$ cat src/rtl/hybrid_addsub_pipe.sv
// Carry-pipelined add/subtract unit with valid/ready handshake; the carry chain is split into STAGES chunks.
// Optional signed saturation of the result is enabled by defining HYBRID_ADDER_SAT_EN.
module hybrid_addsub_pipe #(
  parameter int unsigned WIDTH  = 16,
  parameter int unsigned STAGES = 4
) (
  input  logic             clk,
  input  logic             rst_n,
  input  logic             in_valid,
  output logic             in_ready,
  input  logic [WIDTH-1:0] in_a,
  input  logic [WIDTH-1:0] in_b,
  input  logic             in_sub,
  output logic             out_valid,
  input  logic             out_ready,
  output logic [WIDTH-1:0] out_sum,
  output logic             out_cout,
  output logic             out_ovf
);

  localparam int unsigned C = WIDTH / STAGES;

  logic [WIDTH-1:0] b_eff;

  assign b_eff    = in_sub ? ~in_b : in_b;
  // The whole pipe, bubbles included, shifts only when the output slot is free or draining.
  assign in_ready = !out_valid || out_ready;

  for (genvar k = 0; k < STAGES; k++) begin : g_stg
    logic [C-1:0]       a_chk;
    logic [C-1:0]       b_chk;
    logic               cin;
    logic               valid_d;
    logic [C:0]         add_c;
    logic [(k+1)*C-1:0] sum_raw;
    logic [(k+1)*C-1:0] sum_d;
    logic               valid_q;
    logic               cout_q;
    logic [(k+1)*C-1:0] sum_q;

    if (k == 0) begin : g_src
      assign a_chk   = in_a[C-1:0];
      assign b_chk   = b_eff[C-1:0];
      assign cin     = in_sub;
      assign valid_d = in_valid;
      assign sum_raw = add_c[C-1:0];
    end else begin : g_src
      assign a_chk   = g_stg[k-1].g_skew.a_rem[C-1:0];
      assign b_chk   = g_stg[k-1].g_skew.b_rem[C-1:0];
      assign cin     = g_stg[k-1].cout_q;
      assign valid_d = g_stg[k-1].valid_q;
      assign sum_raw = {add_c[C-1:0], g_stg[k-1].sum_q};
    end

    assign add_c = {1'b0, a_chk} + {1'b0, b_chk} + (C+1)'(cin);

    // Skew: operand chunks not yet consumed ride along until their stage.
    if (k < STAGES - 1) begin : g_skew
      localparam int unsigned RW = WIDTH - (k + 1) * C;
      logic [RW-1:0] a_rem;
      logic [RW-1:0] b_rem;
      logic [RW-1:0] a_rem_d;
      logic [RW-1:0] b_rem_d;

      if (k == 0) begin : g_from_in
        assign a_rem_d = in_a[WIDTH-1:C];
        assign b_rem_d = b_eff[WIDTH-1:C];
      end else begin : g_from_prev
        assign a_rem_d = g_stg[k-1].g_skew.a_rem[RW+C-1:C];
        assign b_rem_d = g_stg[k-1].g_skew.b_rem[RW+C-1:C];
      end

      always_ff @(posedge clk) begin
        if (!rst_n) begin
          a_rem <= '0;
          b_rem <= '0;
        end else if (in_ready) begin
          a_rem <= a_rem_d;
          b_rem <= b_rem_d;
        end
      end
    end

    if (k == STAGES - 1) begin : g_out
      logic ovf_c;
      logic ovf_q;

      // Carry into the MSB recovered as a^b^sum at that bit.
      assign ovf_c = a_chk[C-1] ^ b_chk[C-1] ^ add_c[C-1] ^ add_c[C];

`ifdef HYBRID_ADDER_SAT_EN
      // On overflow the true sign is the operands' common sign, i.e. A's MSB.
      assign sum_d = !ovf_c       ? sum_raw :
                     a_chk[C-1]   ? {1'b1, (WIDTH-1)'(0)} :
                                    {1'b0, {(WIDTH-1){1'b1}}};
`else
      assign sum_d = sum_raw;
`endif

      always_ff @(posedge clk) begin
        if (!rst_n) begin
          ovf_q <= 1'b0;
        end else if (in_ready) begin
          ovf_q <= ovf_c;
        end
      end
    end else begin : g_mid
      assign sum_d = sum_raw;
    end

    always_ff @(posedge clk) begin
      if (!rst_n) begin
        valid_q <= 1'b0;
        cout_q  <= 1'b0;
        sum_q   <= '0;
      end else if (in_ready) begin
        valid_q <= valid_d;
        cout_q  <= add_c[C];
        sum_q   <= sum_d;
      end
    end
  end

  assign out_valid = g_stg[STAGES-1].valid_q;
  assign out_sum   = g_stg[STAGES-1].sum_q;
  assign out_cout  = g_stg[STAGES-1].cout_q;
  assign out_ovf   = g_stg[STAGES-1].g_out.ovf_q;

endmodule
$ cat config.mk
export PLATFORM = sky130hd
export DESIGN_NAME = hybrid_addsub_pipe
export DESIGN_NICKNAME = d
export VERILOG_FILES = /design/src/rtl/hybrid_addsub_pipe.sv
export SDC_FILE = /design/constraint.sdc
export NUM_CORES = 1
export LEC_CHECK = 0
export ABC_AREA = 1
export CAP_MARGIN = 20
export CORE_ASPECT_RATIO = 0.75
export CORE_MARGIN = 2
export CORE_UTILIZATION = 56
export CTS_BUF_LIST = sky130_fd_sc_hd__clkbuf_2
export CTS_CLUSTER_SIZE = 24
export DETAILED_ROUTE_END_ITERATION = 12
export MAX_ROUTING_LAYER = met4
export PLACE_DENSITY = 0.79
export SETUP_SLACK_MARGIN = 0.02
export SYNTH_ARGS = -nofsm -noshare
export SYNTH_HDL_FRONTEND = slang
export SYNTH_SLANG_ARGS = --single-unit
export TNS_END_PERCENT = 100
$ cat constraint.sdc
create_clock -name clk -period 5.43 [get_ports clk]
set_input_delay 1.086 -clock clk [delete_from_list [all_inputs] [get_ports clk]]
set_output_delay 1.086 -clock clk [all_outputs]
set_load 0.01 [all_outputs]
==> results_dict.tcl <==
set metrics [dict create \
    synthTopCellsByArea "dfxtp_1 (48%), nor2_1 (13%), o21ai_0 (12%), a21oi_1 (3.9%), ha_1 (3.7%)" \
    yosys.area.top_type_share_pct 48.3 \
    hp-class "reg -> reg" \
    min_period_ns 3.32 \
    wl_met1_um 3530 \
    first_global_vias 2998 \
    yosysUniqueCellTypes 23 \
    whs_ns 0.460 \
    synth-edff-count 0 \
    arrival_ns 2.24 \
    drc 0 \
    vias_per_cell 4.97 \
    final_layout_size_suffix_gt1_share_pct 4.07 \
    synth_top_family_by_area "simple AND/OR/NAND/NOR gates" \
    synth_nets 554 \
    track_usage_pct 20.8 \
    rsz0062_at_grt "false" \
    tightest_slew_ns 1.07 \
    drt-initial-drc-count 144 \
    yosys.area_share.simple_pct 16.8 \
    ys_ff_latch 97 \
    max_freq_mhz 301 \
    yosysSeqAreaShare_pct 48.3 \
    h-tree-depth 3 \
    end_kind "output pin" \
    gp_congestion 0.807 \
    dpl.hpwl_um 5000 \
    regToRegEndpoint "g_stg[2].sum_q[11]" \
    io_pins 57 \
    highest_layer "met4" \
    port-buffer-count 56 \
    ctsHoldBuffers 0 \
    drt-wirelength-per-cell_um 11.7 \
    setup_slack_ns 2.11 \
    cp-start-kind "primary input" \
    die_height_um 77.4 \
    cts_setup_buffers 0 \
    ys_warn_count 0 \
    synth_fa_ha_area_share_pct 7.22 \
    synth_compound_area_share_pct 16.3 \
    yosys.area_share.xor_xnor_pct 4.36 \
    yosysMostFrequentCell "nor2_1" \
    p_per_area_mw_per_mm2 292 \
    firstDrtPassIters 4 \
    crit_chain "clkdlybuf4s50_1 -> nor2_4 -> inv_2 -> clkdlybuf4s50_1" \
    required_ns 4.34 \
    fill_cells 592 \
    place_ws_ns 2.00 \
    cts_buffer_depth 2 \
    clock_skew_ns 0.0225 \
    ir_drop_uv 151 \
    cp_max_fo 2 \
    grt_max_degree 119 \
    yosys-top-cells-count "nor2_1 (136), dfxtp_1 (97), o21ai_0 (94)" \
    r2r-start "out_valid" \
    yosys-mux-area-fraction_pct 0 \
    fin_util_pct 67.9 \
    r2r.worst_path.cells 7 \
    crit_slowest_cell "clkdlybuf4s50_1" \
    post-place-cells 622 \
    status "complete, no violations" \
    rows 26 \
    period_share_pct 61.2 \
    wirelength_um 7440 \
    drv_slew 0 \
    instances_no_fill 638 \
    r2r_setup_slack_ns 3.58 \
    clk_latency_ns 0.53 \
    hold_viol_final 0 \
    vias 3174 \
    wl_met2_um 3550 \
    netlist_area_mm2 0.00402 \
    antenna_found_initial 0 \
    clkTransAtPathRegs_ns 0.25 \
    grt_overflow_total 0 \
    nets 591 \
    leakagePower_nw 2.17 \
    synthCells 498 \
    grt_pass1_wl_um 12700 \
    die-area_mm2 0.00788 \
    cts_buffers 9 \
    p_total_mw 1.37 \
    design_area_mm2 0.00469 \
    ant_nets 0 \
    synth_top_area_cell "dfxtp_1" \
    slew_headroom_pct 29.0 \
    cap_violations 0 \
    ys_async_sr_fraction_pct 0 \
    syn_to_final_growth_pct 16.6 \
    yosys_most_used_dff "dfxtp_1" \
    numClockSinks 97 \
    start_util_pct 58.3 \
    die_width_um 102 \
    crit_type "in -> out" \
    cpPeakStageDelay_ns 0.53 \
    tns_ns 0 \
    clockRootBuffer "clkbuf_2" \
    cts.repair.resized 0 \
    post_dp_cell_area_mm2 0.00454 \
    critPathMostFrequentCell "clkdlybuf4s50_1" \
    fp.coreArea_mm2 0.00690 \
    synth_area_per_cell_um2 8.07 \
    setup_viol 0 \
    setup.worst_path.start "out_ready" \
    crit_end "in_ready" \
    cts_tree "yes" \
    diodes 0 \
    met3_length_um 305 \
]
==> cell families (layout without fill, tap and decap cells) <==
kind of cell	count (synthesis)	after routing
simple gates	173	173
compound gates	129	129
flops	97	97
buf+inv	60	102
xor+xnor	20	20
fa+ha+maj	19	19
==> power breakdown <==
part	switching (mW)	internal, mW	total (mW)	leakage, nW
Combinational	0.0878	0.0889	0.177	1.29
Clock	0.240	0.157	0.397	0.0802
Sequential	0.0284	0.769	0.797	0.799
==> cell usage in the layout (no fill, tap or decap) <==
cell	netlist	layout
a21oi_1	31	31
buf_2	19	1
buf_4	1	3
bufinv_16	0	2
clkbuf_2	1	9
clkdlybuf4s50_1	0	55
clkinv_4	0	2
clkinvlp_4	0	2
dfxtp_1	97	97
fa_1	7	7
ha_1	12	12
inv_1	26	26
inv_2	1	1
inv_8	0	1
nand2_1	22	22
nand3_1	13	13
nor2_1	136	136
nor2_4	1	1
nor3_1	1	1
o211ai_1	1	1
o21ai_0	94	94
o21ai_1	1	1
o21bai_1	2	2
xnor2_1	16	16
xor2_1	4	4
==> sequential cells by signal, indices dropped and copies added (netlist names) <==
register,count
out_cout,1
g_stg.valid_q,3
out_sum,16
out_valid,1
out_ovf,1
g_stg.g_skew.a_rem,24
g_stg.sum_q,24
g_stg.g_skew.b_rem,24
g_stg.cout_q,3
==> worst min-delay path by stage <==
stage                                        start                  endpoint  cells after the start
after floorplan           g_stg[0].g_skew.b_rem[4]  g_stg[1].g_skew.b_rem[0]                      2
after global placement    g_stg[0].g_skew.b_rem[4]  g_stg[1].g_skew.b_rem[0]                      2
after detailed placement  g_stg[0].g_skew.b_rem[4]  g_stg[1].g_skew.b_rem[0]                      2
after CTS                 g_stg[0].g_skew.b_rem[4]  g_stg[1].g_skew.b_rem[0]                      2
after global routing      g_stg[0].g_skew.b_rem[4]  g_stg[1].g_skew.b_rem[0]                      2
final                     g_stg[0].g_skew.b_rem[4]  g_stg[1].g_skew.b_rem[0]                      2
==> layout make-up <==
type	count	area, µm²	area share, %
multi-input cells	341	1790	38.3
flip-flops and latches	97	1940	41.4
inverters	27	101	2.16
repair buffers	59	578	12.3
well taps	98	123	2.62
clock inverters	7	104	2.22
clock buffers	9	45.0	0.961
==> layer usage <==
metal / track usage [%] / vias to the layer above
met1: 24.1 / 1424
met5: - / -
met3: 5.95 / 7
met2: 35.5 / 58
li1: - / 1685
met4: 5.20 / 0
==> critical path: cells and delay by family <==
family / cells / cell delay, ns
buffers and inverters: 3 / 1.09
and+or+nand+nor: 1 / 0.06
Power figures use the tool's default switching activity.
